<file path="src/rtl/seg7_scan_driver_if.sv">
// ---------------------------------------------------------------------------
// seg7_if: bundles the BCD digit inputs, the blink request and the display
// pins of the 4-digit seven-segment scan driver.
//   min_tens/min_ones/sec_tens/sec_ones : BCD digits (MM:SS) from the counter
//   blink[1:0] : bit1 blinks the minutes pair, bit0 the seconds pair
//   seg[7:0]   : active-low segments, seg[7]=dp, seg[6:0]=g..a
//   an[3:0]    : active-low digit enables
// master: the side supplying the digits and watching the pins.
// slave : the scan driver.
// ---------------------------------------------------------------------------
interface seg7_if;
   logic [3:0] min_tens;
   logic [3:0] min_ones;
   logic [3:0] sec_tens;
   logic [3:0] sec_ones;
   logic [1:0] blink;
   logic [7:0] seg;
   logic [3:0] an;

   modport master (
      output min_tens, min_ones, sec_tens, sec_ones, blink,
      input  seg, an
   );

   modport slave (
      input  min_tens, min_ones, sec_tens, sec_ones, blink,
      output seg, an
   );
endinterface

</file>
<file path="src/rtl/seg7_scan_driver.sv">
// ---------------------------------------------------------------------------
// seg7_scan_driver: time-multiplexed driver for a 4-digit common-anode
// seven-segment display.
//   clk : system clock
//   rst : asynchronous, active-high reset
//   bus : seg7_if.slave (digit inputs, blink request, seg/an pins)
// Parameters:
//   SCAN_DIV  : clock cycles per digit slot (>= 2)
//   BLINK_DIV : clock cycles per blink half-period (>= 1)
// Optional build macro:
//   SEG7_DP_EN : when defined, dp is lit on the visible digit-2 slot (MM.SS)
// Each slot starts with one blank cycle to suppress ghosting. The four digits
// are shadowed once per frame so a frame never mixes old and new values.
// ---------------------------------------------------------------------------
module seg7_scan_driver #(
   parameter int unsigned SCAN_DIV  = 100000,
   parameter int unsigned BLINK_DIV = 25000000
) (
   input logic   clk,
   input logic   rst,
   seg7_if.slave bus
);

   localparam int unsigned CW = $clog2(SCAN_DIV);
   localparam int unsigned BW = (BLINK_DIV > 1) ? $clog2(BLINK_DIV) : 1;
   localparam logic [CW-1:0] CNT_LAST = CW'(SCAN_DIV - 1);
   localparam logic [BW-1:0] BLK_LAST = BW'(BLINK_DIV - 1);

   logic [CW-1:0] cnt;
   logic [1:0]    idx;
   logic [3:0]    shadow [4];
   logic [BW-1:0] blk_cnt;
   logic          phase;      // 1 = hidden half of the blink period
   logic [7:0]    seg_q;
   logic [3:0]    an_q;

   logic [7:0]    seg_d;
   logic [3:0]    an_d;
   logic          slot_blank;
   logic          cnt_wrap;
   logic          capture;
   logic          blink_on;
   logic          blk_wrap;
   logic          dp_n;

   // Active-low g..a pattern; codes above 9 show a dash.
   function automatic logic [6:0] decode(input logic [3:0] d);
      logic [6:0] p;
      case (d)
         4'd0:    p = 7'h40;
         4'd1:    p = 7'h79;
         4'd2:    p = 7'h24;
         4'd3:    p = 7'h30;
         4'd4:    p = 7'h19;
         4'd5:    p = 7'h12;
         4'd6:    p = 7'h02;
         4'd7:    p = 7'h78;
         4'd8:    p = 7'h00;
         4'd9:    p = 7'h10;
         default: p = 7'h3F;
      endcase
      return p;
   endfunction

   always_comb begin
      cnt_wrap = (cnt == CNT_LAST);
      capture  = cnt_wrap && (idx == 2'd3);
      blink_on = |bus.blink;
      blk_wrap = (blk_cnt == BLK_LAST);
      // idx[1] selects the pair: digits 3,2 -> blink[1], digits 1,0 -> blink[0].
      // blink is used live so clearing it un-hides on the very next output.
      slot_blank = (cnt == '0) || (phase && bus.blink[idx[1]]);
`ifdef SEG7_DP_EN
      dp_n = (idx != 2'd2);
`else
      dp_n = 1'b1;
`endif
      seg_d = 8'hFF;
      an_d  = 4'hF;
      if (!slot_blank) begin
         an_d  = ~(4'b0001 << idx);
         seg_d = {dp_n, decode(shadow[idx])};
      end
   end

   always_ff @(posedge clk or posedge rst) begin
      if (rst) begin
         cnt     <= '0;
         idx     <= 2'd0;
         blk_cnt <= '0;
         phase   <= 1'b0;
         seg_q   <= 8'hFF;
         an_q    <= 4'hF;
         for (int i = 0; i < 4; i++) begin
            shadow[i] <= 4'd0;
         end
      end else begin
         seg_q <= seg_d;
         an_q  <= an_d;

         if (cnt_wrap) begin
            cnt <= '0;
            idx <= idx + 2'd1;
         end else begin
            cnt <= cnt + CW'(1);
         end

         if (capture) begin
            shadow[0] <= bus.sec_ones;
            shadow[1] <= bus.sec_tens;
            shadow[2] <= bus.min_ones;
            shadow[3] <= bus.min_tens;
         end

         if (!blink_on) begin
            blk_cnt <= '0;
            phase   <= 1'b0;
         end else if (blk_wrap) begin
            blk_cnt <= '0;
            phase   <= ~phase;
         end else begin
            blk_cnt <= blk_cnt + BW'(1);
         end
      end
   end

   assign bus.seg = seg_q;
   assign bus.an  = an_q;

endmodule
</file>
<file path="src/flat_wrapper.sv">
// flat-port wrapper written by rule: the top's interface ports become plain ports
module seg7_scan_driver_flat 
#(
   parameter int unsigned SCAN_DIV  = 100000,
   parameter int unsigned BLINK_DIV = 25000000
)
  (clk, rst, bus_min_tens, bus_min_ones, bus_sec_tens, bus_sec_ones, bus_blink, bus_seg, bus_an);
  seg7_if bus_i ();
  input logic clk;
  input logic rst;
  input wire logic [$bits(bus_i.min_tens)-1:0] bus_min_tens;
  input wire logic [$bits(bus_i.min_ones)-1:0] bus_min_ones;
  input wire logic [$bits(bus_i.sec_tens)-1:0] bus_sec_tens;
  input wire logic [$bits(bus_i.sec_ones)-1:0] bus_sec_ones;
  input wire logic [$bits(bus_i.blink)-1:0] bus_blink;
  output wire logic [$bits(bus_i.seg)-1:0] bus_seg;
  output wire logic [$bits(bus_i.an)-1:0] bus_an;
  assign bus_i.min_tens = bus_min_tens;
  assign bus_i.min_ones = bus_min_ones;
  assign bus_i.sec_tens = bus_sec_tens;
  assign bus_i.sec_ones = bus_sec_ones;
  assign bus_i.blink = bus_blink;
  assign bus_seg = bus_i.seg;
  assign bus_an = bus_i.an;
  seg7_scan_driver #(.SCAN_DIV(SCAN_DIV), .BLINK_DIV(BLINK_DIV)) u_core (.clk(clk), .rst(rst), .bus(bus_i));
endmodule
</file>
<file path="config.mk">
export PLATFORM = sky130hd
export DESIGN_NAME = seg7_scan_driver_flat
export DESIGN_NICKNAME = d
export VERILOG_FILES = /design/src/rtl/seg7_scan_driver_if.sv /design/src/rtl/seg7_scan_driver.sv /design/src/flat_wrapper.sv
export SDC_FILE = /design/constraint.sdc
export NUM_CORES = 1
export LEC_CHECK = 0
export BUFFER_PORTS_ARGS = -buffer_cell sky130_fd_sc_hd__buf_4
export CAP_MARGIN = 5
export CORE_AREA = 2 2 108 68
export CTS_CLUSTER_DIAMETER = 30
export DETAILED_ROUTE_END_ITERATION = 7
export DIE_AREA = 0 0 110 70
export PLACE_DENSITY = 0.83
export SETUP_SLACK_MARGIN = 0.2
export SLEW_MARGIN = 20
export SYNTH_ARGS = -nofsm -noshare
export SYNTH_HDL_FRONTEND = slang
export SYNTH_SLANG_ARGS = --single-unit
</file>
<file path="constraint.sdc">
create_clock -name clk -period 3.93 [get_ports clk]
set_clock_uncertainty 0.2 [all_clocks]
set_input_delay 0.786 -clock clk [delete_from_list [all_inputs] [get_ports clk]]
set_output_delay 0.786 -clock clk [all_outputs]
set_load 0.02 [all_outputs]
</file>
==> summary.md, run 1 <==
| Metric | Value |
|---|---|
| CTS root buf | `clkbuf_8` |
| Synth Register Bits | `between 70 and 80` |
| Post-synth top cells | `dfrtp_1, nor2_1, nand2_1` |
| Vias in the first global route | `~2,500` |
| Gr usage total | `0.2158` |
| Die H | `approximately 70 µm` |
| Synth area leaders | `dfrtp_1, dfstp_2, xnor2_1` |
| Hold Vio Cnt, Final | `0` |
| Largest net degree at the start of global routing | `27` |
| Status | `finished clean` |
| Gpl congestion | `between 0.8 and 0.9` |
| Area grow syn2layout | `14.09%` |
| Endpoints failing setup | `0` |
| Met3 Usage GRT | `0.08123` |
| Slew headroom | `0.4422` |
| Area leader, netlist | `dfrtp_1` |
| Leakage | `1.770 nW` |
| Pins Over Slew Limit | `0` |
| Crit. End Element | `flip-flop` |
| Share of cells above drive strength 1 | `0.2431` |
| Synth top area share | `0.4264` |
| Layout Cells excl Fill | `453` |
| Count of input and output buffers | `30` |
| Final period util | `0.6208` |
| DRT Pass-1 Iters | `4` |
| Syn_area_per_cell | `~11 µm²` |
| Vias | `~2,500` |
| FF-to-FF Start | `u_core.blk_cnt[4]$_DFF_PP0_` |
| First-pass GRT wire length | `between 10,000 and 15,000 µm` |
| Core area | `about 7000 µm²` |
| Antenna Nets Post-Route | `0` |
| Final WL | `7048 µm` |
| Clk sink count | `a little over 70` |
| Most common flop cell mapped by yosys | `dfrtp_1` |
| Met1 Use GR | `0.3023` |
| Post_cts resized | `0` |
| Die ar. | `7700 µm²` |
| Setup crit start kind | `flip-flop` |
| Post-synth cell types | `46` |
| HPWL after DPL | `roughly 5000 µm` |
| Post-Syn Instances | `between 300 and 400` |
| Clk buf depth | `2` |
| CTS tree | `built` |
| Critical Path RT | `about 4.0 ns` |
| YS warnings | `0` |
| Hold WS | `0.2424 ns` |
| Syn Std Cell Area | `around 3600 µm²` |
| R2r worst-path depth | `4` |
| Row cnt | `24` |
| # hold bufs at CTS | `0` |
| Crit path max fanout | `11` |
| Post-synthesis sequential area ratio | `0.5072` |
| Worst-Skew Late Latency | `about 0.35 ns` |
| Least-Margin Pin Slew | `around 0.8 ns` |
| Number of synthesized flops with an enable pin | `0` |
| Minimum clock period | `between 2 and 2.5 ns` |
| Fmax | `about 410 MHz` |
| Post-route setup TNS | `0 ns` |
| Pwr dens | `between 300 and 400 nW/µm²` |
| GRT overflow | `0` |
| Gr busiest metal | `met2` |
| Wire length per cell | `approximately 16 µm` |
| Post-layout nets | `slightly below 400` |
| Async SR Flop Fraction | `1.000` |
| Peak supply drop | `0.2881 mV` |
| Clock buffer count from CTS | `9` |
| Syn Nets | `approximately 360` |
| Die width | `110 µm` |
| Critical path startpoint | `u_core.blk_cnt[4]$_DFF_PP0_` |
| Clk pin slew, worst setup/hold paths | `roughly 0.070 ns` |
| Drt via density | `between 5 and 6` |
| # IOs | `32` |
| Initial antenna violation count | `0` |
| Worst hold-check path type | `in2async` |
| CP Class | `reg2reg` |
| RSZ-0062 raised after global routing | `no` |
| Most frequent cell after synthesis | `dfrtp_1` |
| Cells after DPL | `between 400 and 500` |
| CP arrival | `about 2.5 ns` |
| # DRC | `0` |
| Setup bufs post-CTS | `0` |
| GR Util met2 | `0.3061` |
| Max-cap check violation count | `0` |
| # diodes | `0` |
| Violation count after the first detailed-route iteration | `between 100 and 150` |
| H-tree depth | `3` |
| Initial Utilization | `0.5206` |
==> cells in the final DEF (no fill, tap or decap), types with 2 or more instances in the layout <==
cell and count:
o31ai_1 5, dfstp_2 11, or4_1 5, a21oi_1 14, mux2_4 10, nand3_1 13
mux4_2 4, or3_1 6, inv_1 18, o21ai_0 8, xor2_1 9, nor4bb_1 2
and4_1 5, buf_4 33, and3_1 2, bufinv_16 2, clkinv_2 3, clkbuf_8 10
nand4_1 10, nand2_1 22, ha_1 12, nor2b_1 3, dfrtp_1 61, mux2i_1 2
a32oi_1 3, nor2_1 31, nor3_1 7, xnor2_1 19, nor4_1 8, mux2_2 7
==> through the flow <==
step / utilization / instance area (µm²) / worst slack (ns) / power, W
after floorplan: - / 3580 / 1.137 / 0.0008851
after global placement: 0.5619 / 3864 / 1.639 / 0.0009275
after detailed placement: 0.5619 / 3864 / 1.551 / 0.0009335
after CTS: 0.5939 / 4084 / 1.490 / 0.001575
after global routing: 0.5939 / 4084 / 1.337 / 0.001628
final: 0.5939 / 4084 / 1.490 / 0.001559
==> power by group <==
| part | internal, W | total [W] | leakage, nW | switching [W] |
|---|---|---|---|---|
| clock network | 0.000371 | 0.000638 | 0.112 | 0.000267 |
| registers | 0.000775 | 0.000799 | 0.911 | 0.0000235 |
| logic | 0.0000556 | 0.000122 | 0.746 | 0.0000663 |
| total | 0.00120 | 0.00156 | 1.77 | 0.000357 |
==> cells by family (layout without fill, tap and decap cells) <==
kind of cell,count (synthesis),in the layout,share of synthesized area
flops,72,72,0.5072
fa+ha+maj,12,12,0.04194
buf+inv,31,68,0.04159
compound gates,35,35,0.05978
xor+xnor,28,28,0.06851
simple gates,123,123,0.1853
mux,23,23,0.09472
other cells,1,1,0.001048
==> worst max-delay path, stage by stage (launching register included) <==
cell and delay, ns:
dfrtp_1 0.43, nand4_1 0.40, or3_1 0.62, or4_1 0.53, a21oi_1 0.17
==> flip-flops by register name, indices dropped and copies added, names as in the netlist <==
signal          flops
u_core.cnt         17
u_core.phase        1
u_core.shadow      16
u_core.bus.an       4
u_core.bus.seg      7
u_core.idx          2
u_core.blk_cnt     25
==> path summary, 6_finish.rpt <==
check	to	slack (ns)
min	u_core.cnt[4]$_DFF_PP0_	0.24
min reg2reg	u_core.blk_cnt[0]$_DFF_PP0_	0.28
min in group clk	u_core.blk_cnt[0]$_DFF_PP0_	0.28
max in group asynchronous	u_core.blk_cnt[8]$_DFF_PP0_	2.59
max reg2reg	u_core.blk_cnt[19]$_DFF_PP0_	1.49
max	u_core.blk_cnt[19]$_DFF_PP0_	1.49
==> area by class of cell <==
type                            instances  area [µm²]
Multi-Input combinational cell        222        1615
Clock buffer                           10       137.6
Sequential cell                        72        1815
Fill cell                             556        2793
Clock inverter                          6       82.58
Tap cell                               91       113.9
Inverter                               19       71.32
Timing Repair Buffer                   33       247.7
==> per-layer routing <==
metal | routed length (µm) | up-vias
met5 | 0 | -
met4 | 75 | 0
met3 | 365 | 9
met2 | 3229 | 54
met1 | 3378 | 1240
li1 | - | 1214
(Power assumes the default switching activity.)
==> run 2, diff against run 1 <==
==> constraint.sdc (replaced) <==
create_clock -name clk -period 2.55 [get_ports clk]
set_clock_uncertainty 0.2 [all_clocks]
set_input_delay 0.51 -clock clk [delete_from_list [all_inputs] [get_ports clk]]
set_output_delay 0.51 -clock clk [all_outputs]
set_load 0.02 [all_outputs]
==> run 2 against run 1 <==
Compared with the run above: cell count is 1.1% higher; critical path depth stayed put; maximum frequency is 7.2% higher; setup slack worse by 1.2 ns; sequential power is 54% higher; sequential cell count stayed put; first-iteration DRC count is 18% higher; final area hardly changed; critical endpoint is now u_core.shadow[5]$_DFFE_PP0P_; highest routed layer unchanged.
==> summary.md, run 2 (synthesis results as in run 1) <==
| Metric | Value |
|---|---|
| Reg with most FFs | `u_core.blk_cnt` |
| # hold bufs at CTS | `0` |
| CP Class | `reg2reg` |
| Leakage | `1.773 nW` |
| Post-layout nets | `394` |
| Net Switching | `about 0.00055 W` |
| Hold Vio Cnt, Final | `0` |
| Cell family with most CP delay | `simple AND/OR/NAND/NOR gates` |
| Worst hold-check path type | `in2async` |
| Switch share | `0.2498` |
| Share of cells above drive strength 1 | `0.2507` |
| Die H | `about 70 µm` |
| Final period util | `0.8925` |
| Internal power | `between 0.0015 and 0.002 W` |
| GRT overflow | `0` |
| Largest net degree at the start of global routing | `73` |
| Gpl congestion | `about 0.86` |
| Vias | `approximately 2,600` |
| Post-route setup TNS | `0 ns` |
| Endpoints failing setup | `0` |
| R2r worst-path depth | `4` |
| First-pass GRT wire length | `between 10,000 and 15,000 µm` |
| # DRC | `0` |
| Pins Over Slew Limit | `0` |
| Clock buffer count from CTS | `9` |
| Initial Utilization | `0.5206` |
| Comb power frac | `0.089` |
| Gr usage total | `0.2045` |
| Clk sink count | `72` |
| Slowest CP cell | `or4_4` |
| Crit. End Element | `flip-flop` |
| Status | `finished clean` |
| Final Util | `0.5944` |
| HPWL after DPL | `5013 µm` |
| CP arrival | `between 2 and 2.5 ns` |
| Setup crit start kind | `flip-flop` |
| Antenna Nets Post-Route | `0` |
| Minimum clock period | `about 2.3 ns` |
| Crit path max fanout | `16` |
| Worst path depth | `4` |
| Violation count after the first detailed-route iteration | `approximately 170` |
| Pwr dens | `approximately 540 nW/µm²` |
| Peak supply drop | `about 0.37 mV` |
| Row cnt | `24` |
| Initial antenna violation count | `0` |
| Fillcell total | `549` |
| Largest register FFs | `25` |
| Fmax | `around 440 MHz` |
| Seq pwr share | `0.557` |
| CTS tree | `built` |
| # IOs | `32` |
| Worst-Skew Late Latency | `around 0.36 ns` |
| Area grow syn2layout | `14.19%` |
| Drt via density | `roughly 5.7` |
| Crit-path cells | `nand2_2 > or3_4 > or4_4 > mux2_4` |
| Core area | `just under 7000 µm²` |
| H-tree depth | `3` |
| Clk pwr share | `0.355` |
| Final WL | `7066 µm` |
| Clk pin slew, worst setup/hold paths | `roughly 0.07 ns` |
| Critical Path RT | `2.59 ns` |
| Commonest non-fill, non-tap cell in the layout | `dfrtp_1` |
| Most frequent cells in the layout | `dfrtp_1, buf_4, nor2_1` |
| Vias in the first global route | `between 2,000 and 2,500` |
| Wire length per cell | `15.43 µm` |
| Max-cap check violation count | `0` |
| Setup bufs post-CTS | `0` |
| # diodes | `0` |
| Regs by FF count | `u_core.blk_cnt: 25 flops, u_core.cnt: 17 flops, u_core.shadow: 16 flops` |
| Worst Path Buf+Inv | `0` |
| Count of input and output buffers | `30` |
| Clk buf depth | `2` |
| CP max stage delay | `slightly below 0.7 ns` |
| Die ar. | `approximately 7700 µm²` |
| Post_cts resized | `0` |
| RSZ-0062 raised after global routing | `yes` |
| Die width | `roughly 110 µm` |
| CTS root buf | `clkbuf_8` |
| DRT Pass-1 Iters | `4` |
[run 2: cell count changes in the layout (fill, tap and decap cells not counted), sizes merged]
cell and change:
buf +5, clkbuf +2, bufinv -2, inv -1, clkinv +1
[run 2: cell type report]
type	count	area, µm²	area share
Clock buffer	12	145.1	0.03551
Clock inverter	4	20.02	0.004897
Inverter	19	75.07	0.01837
Multi-Input combinational cell	222	1620	0.3964
Sequential cell	72	1815	0.4441
Tap cell	91	113.9	0.02785
Timing Repair Buffer	38	297.8	0.07285
[run 2: path summary, 6_finish.rpt]
| check | startpoint | end | slack (ns) |
|---|---|---|---|
| max reg2reg | u_core.cnt[9]$_DFF_PP0_ | u_core.shadow[5]$_DFFE_PP0P_ | 0.27 |
| min reg2reg | u_core.blk_cnt[0]$_DFF_PP0_ | u_core.blk_cnt[0]$_DFF_PP0_ | 0.28 |
| min | rst | u_core.blk_cnt[7]$_DFF_PP0_ | 0.05 |
| max in group asynchronous | rst | u_core.bus.an[1]$_DFF_PP1_ | 1.76 |
| min in group clk | bus_min_ones[0] | u_core.shadow[4]$_DFFE_PP0P_ | 0.18 |
| max | u_core.cnt[9]$_DFF_PP0_ | u_core.shadow[5]$_DFFE_PP0P_ | 0.27 |
[run 2: stage by stage]
step / hold slack, ns / instances / power, W / setup slack [ns] / area (µm²)
4_1_cts: 0.06545 / 458 / 0.002229 / 0.2906 / 4083
3_3_place_gp: 0.2557 / 442 / 0.001438 / 0.3489 / 3918
5_1_grt: 0.06246 / 458 / 0.002301 / 0.1841 / 4088
3_5_place_dp: 0.2710 / 442 / 0.001450 / 0.3093 / 3918
2_1_floorplan: 0.2329 / 325 / 0.001365 / 0.3030 / 3583
6_report: 0.04962 / 458 / 0.002211 / 0.2742 / 4088
[run 2: tightest hold or removal path, delay by kind of cell]
| family | cells | cell delay (ns) |
|---|---|---|
| buffers and inverters | 3 | 0.51 |
[run 2: per-layer routing]
layer | vias to the layer above | part of all wire | track usage
li1 | 1212 | - | -
met1 | 1281 | 0.45 | 0.2834
met2 | 81 | 0.47 | 0.3027
met3 | 19 | 0.056 | 0.06256
met4 | 0 | 0.019 | 0.07595
met5 | - | 0 | 0
[run 2: power groups by stage]
| stage | registers (W) | logic, W | clock network, W |
|---|---|---|---|
| finish | 0.00123 | 0.000196 | 0.000784 |
| global route | 0.00124 | 0.000218 | 0.000844 |
| CTS | 0.00123 | 0.000199 | 0.000800 |
| detailed placement | 0.00125 | 0.000199 | 0 |
| global placement | 0.00125 | 0.000188 | 0 |
| floorplan | 0.00126 | 0.000110 | 0 |
==> run 3, diff against run 2 <==
--- a/config.mk
+++ b/config.mk
@@ -5,7 +5,7 @@
 export SDC_FILE = /design/constraint.sdc
 export NUM_CORES = 1
 export LEC_CHECK = 0
-export BUFFER_PORTS_ARGS = -buffer_cell sky130_fd_sc_hd__buf_4
+export BUFFER_PORTS_ARGS = -buffer_cell sky130_fd_sc_hd__clkbuf_2
 export CAP_MARGIN = 5
 export CORE_AREA = 2 2 108 68
 export CTS_CLUSTER_DIAMETER = 30
==> run 3 against run 2 <==
Compared with the run above: clock power rose by 0.8%; first-iteration DRC count rose by 33%; setup slack got worse by 0.0073 ns; count of clock-buffer cells in the layout rose by 3; sequential power barely moved; cell count rose by 0.22%; combinational power fell by 7%; critical path depth did not move; maximum frequency fell by 0.32%; die area did not move; global-route usage fell by 0.13 points; register-to-register slack barely moved.
==> summary.md, run 3 (synthesis results as in run 1) <==
| Metric | Value |
|---|---|
| Status | `finished clean` |
| Fmax | `around 440 MHz` |
| Violation count after the first detailed-route iteration | `220` |
| Area grow syn2layout | `12.58%` |
| Critical path startpoint | `u_core.cnt[9]$_DFF_PP0_` |
| Vias in the first global route | `between 2,000 and 3,000` |
| Pins Over Slew Limit | `0` |
| Clock buffer count from CTS | `9` |
| Critical Path Sink | `u_core.shadow[12]$_DFFE_PP0P_` |
| Initial Utilization | `0.5206` |
| Clk buf depth | `2` |
| Wire length per cell | `14.98 µm` |
| Minimum clock period | `approximately 2.3 ns` |
| Drt via density | `5.575` |
| R2r endpoint | `u_core.shadow[12]$_DFFE_PP0P_` |
| Count of input and output buffers | `30` |
| Clk pin slew, worst setup/hold paths | `around 0.070 ns` |
| CP Class | `reg2reg` |
| Worst-Skew Late Latency | `0.35 ns` |
| Die H | `~70 µm` |
| First-pass GRT wire length | `11,980 µm` |
| Setup bufs post-CTS | `0` |
| Leakage | `about 1.8 nW` |
| Worst hold-check path type | `in2async` |
| CP arrival | `around 2.3 ns` |
| Gr usage total | `0.2032` |
| CTS root buf | `clkbuf_8` |
| Slew headroom | `0.5359` |
| Endpoints failing setup | `0` |
| Final period util | `0.8953` |
| H-tree depth | `3` |
| Hold Vio Cnt, Final | `0` |
| Gpl congestion | `0.8469` |
| Initial antenna violation count | `0` |
| RSZ-0062 raised after global routing | `no` |
| Regs by FF count | `u_core.blk_cnt: 25 flops, u_core.cnt: 17 flops, u_core.shadow: 16 flops` |
| Most frequent cells in the layout | `dfrtp_1, nor2_1, clkbuf_2` |
| Post-route setup TNS | `0 ns` |
| # diodes | `0` |
| Crit. End Element | `flip-flop` |
| HPWL after DPL | `~5000 µm` |
| Vias | `around 2,600` |
| CTS tree | `built` |
| Worst reg2reg setup slack | `around 0.27 ns` |
| Final WL | `6875 µm` |
| Largest register FFs | `25` |
| Reg with most FFs | `u_core.blk_cnt` |
| Die ar. | `roughly 7700 µm²` |
| DRT Pass-1 Iters | `4` |
| Antenna Nets Post-Route | `0` |
| Post-layout nets | `395` |
| FF-to-FF Start | `u_core.cnt[9]$_DFF_PP0_` |
| Share of cells above drive strength 1 | `0.2500` |
| Crit path max fanout | `16` |
| # IOs | `32` |
| Setup crit start kind | `flip-flop` |
| Largest net degree at the start of global routing | `32` |
| Die width | `110 µm` |
| Critical Path RT | `2.58 ns` |
| R2r worst-path depth | `4` |
| Max-cap check violation count | `0` |
| GRT overflow | `0` |
| # DRC | `0` |
| Commonest non-fill, non-tap cell in the layout | `dfrtp_1` |
| Row cnt | `24` |
| Final Util | `0.5861` |
| Core area | `around 6900 µm²` |
| Peak supply drop | `between 0.3 and 0.4 mV` |
| Clk sink count | `72` |
| Pwr dens | `546.2 nW/µm²` |
| Least-Margin Pin Slew | `0.6947 ns` |
[run 3: how the worst min path moves through the flow]
stage          slack (ns)                   startpoint                           end  cells after the start
2_1_floorplan        0.23  u_core.blk_cnt[0]$_DFF_PP0_   u_core.blk_cnt[0]$_DFF_PP0_                      1
3_3_place_gp         0.26  u_core.blk_cnt[0]$_DFF_PP0_   u_core.blk_cnt[0]$_DFF_PP0_                      1
3_5_place_dp         0.26  u_core.blk_cnt[0]$_DFF_PP0_   u_core.blk_cnt[0]$_DFF_PP0_                      1
4_1_cts              0.07                          rst  u_core.shadow[3]$_DFFE_PP0P_                      2
5_1_grt              0.11                          rst  u_core.shadow[2]$_DFFE_PP0P_                      2
6_report             0.05                          rst  u_core.shadow[2]$_DFFE_PP0P_                      2
[run 3: per-stage QoR]
step / worst slack (ns) / hold WS [ns] / power, W / cell area, µm² / std cells
after floorplan: 0.3030 / 0.2329 / 0.001365 / 3583 / 325
after global placement: 0.3451 / 0.2602 / 0.001422 / 3850 / 443
after detailed placement: 0.2902 / 0.2600 / 0.001431 / 3850 / 443
after CTS: 0.2777 / 0.06653 / 0.002228 / 4021 / 459
after global routing: 0.2020 / 0.1147 / 0.002305 / 4030 / 459
final: 0.2669 / 0.05001 / 0.002201 / 4030 / 459
[run 3: report_power, final]
part	total, W	switching, W	internal [W]
logic	0.000182	0.000105	0.0000774
clock network	0.000790	0.000383	0.000407
registers	0.00123	0.0000337	0.00120
[run 3: routing by layer]
| layer | wire length [µm] | up-vias | part of all wire | GRT usage |
|---|---|---|---|---|
| met1 | 3283 | 1238 | 0.48 | 0.2816 |
| met2 | 3111 | 75 | 0.45 | 0.3074 |
| li1 | - | 1229 | - | - |
| met4 | 131 | 0 | 0.019 | 0.07173 |
| met5 | 0 | - | 0 | 0 |
| met3 | 349 | 17 | 0.051 | 0.05602 |
[run 3: cell type report]
| class | count | area [µm²] |
|---|---|---|
| Sequential cell | 72 | 1815 |
| Fill cell | 543 | 2846 |
| Clock inverter | 1 | 5.005 |
| Clock buffer | 15 | 166.4 |
| Inverter | 19 | 75.07 |
| Timing Repair Buffer | 39 | 230.2 |
| Multi-Input combinational cell | 222 | 1624 |
| Tap cell | 91 | 113.9 |
[run 3: repair_timing]
item | in CTS | in global routing
resized for setup | 0 | 2
setup endpoints to repair | 0 | 5
hold endpoints to repair | 0 | 0
hold buffers | 0 | 0
[run 3: critical path, stage by stage (launching register included)]
cell     delay [ns]
dfrtp_1        0.46
nand2_2        0.08
or3_4          0.39
or4_4          0.68
mux2_4         0.35
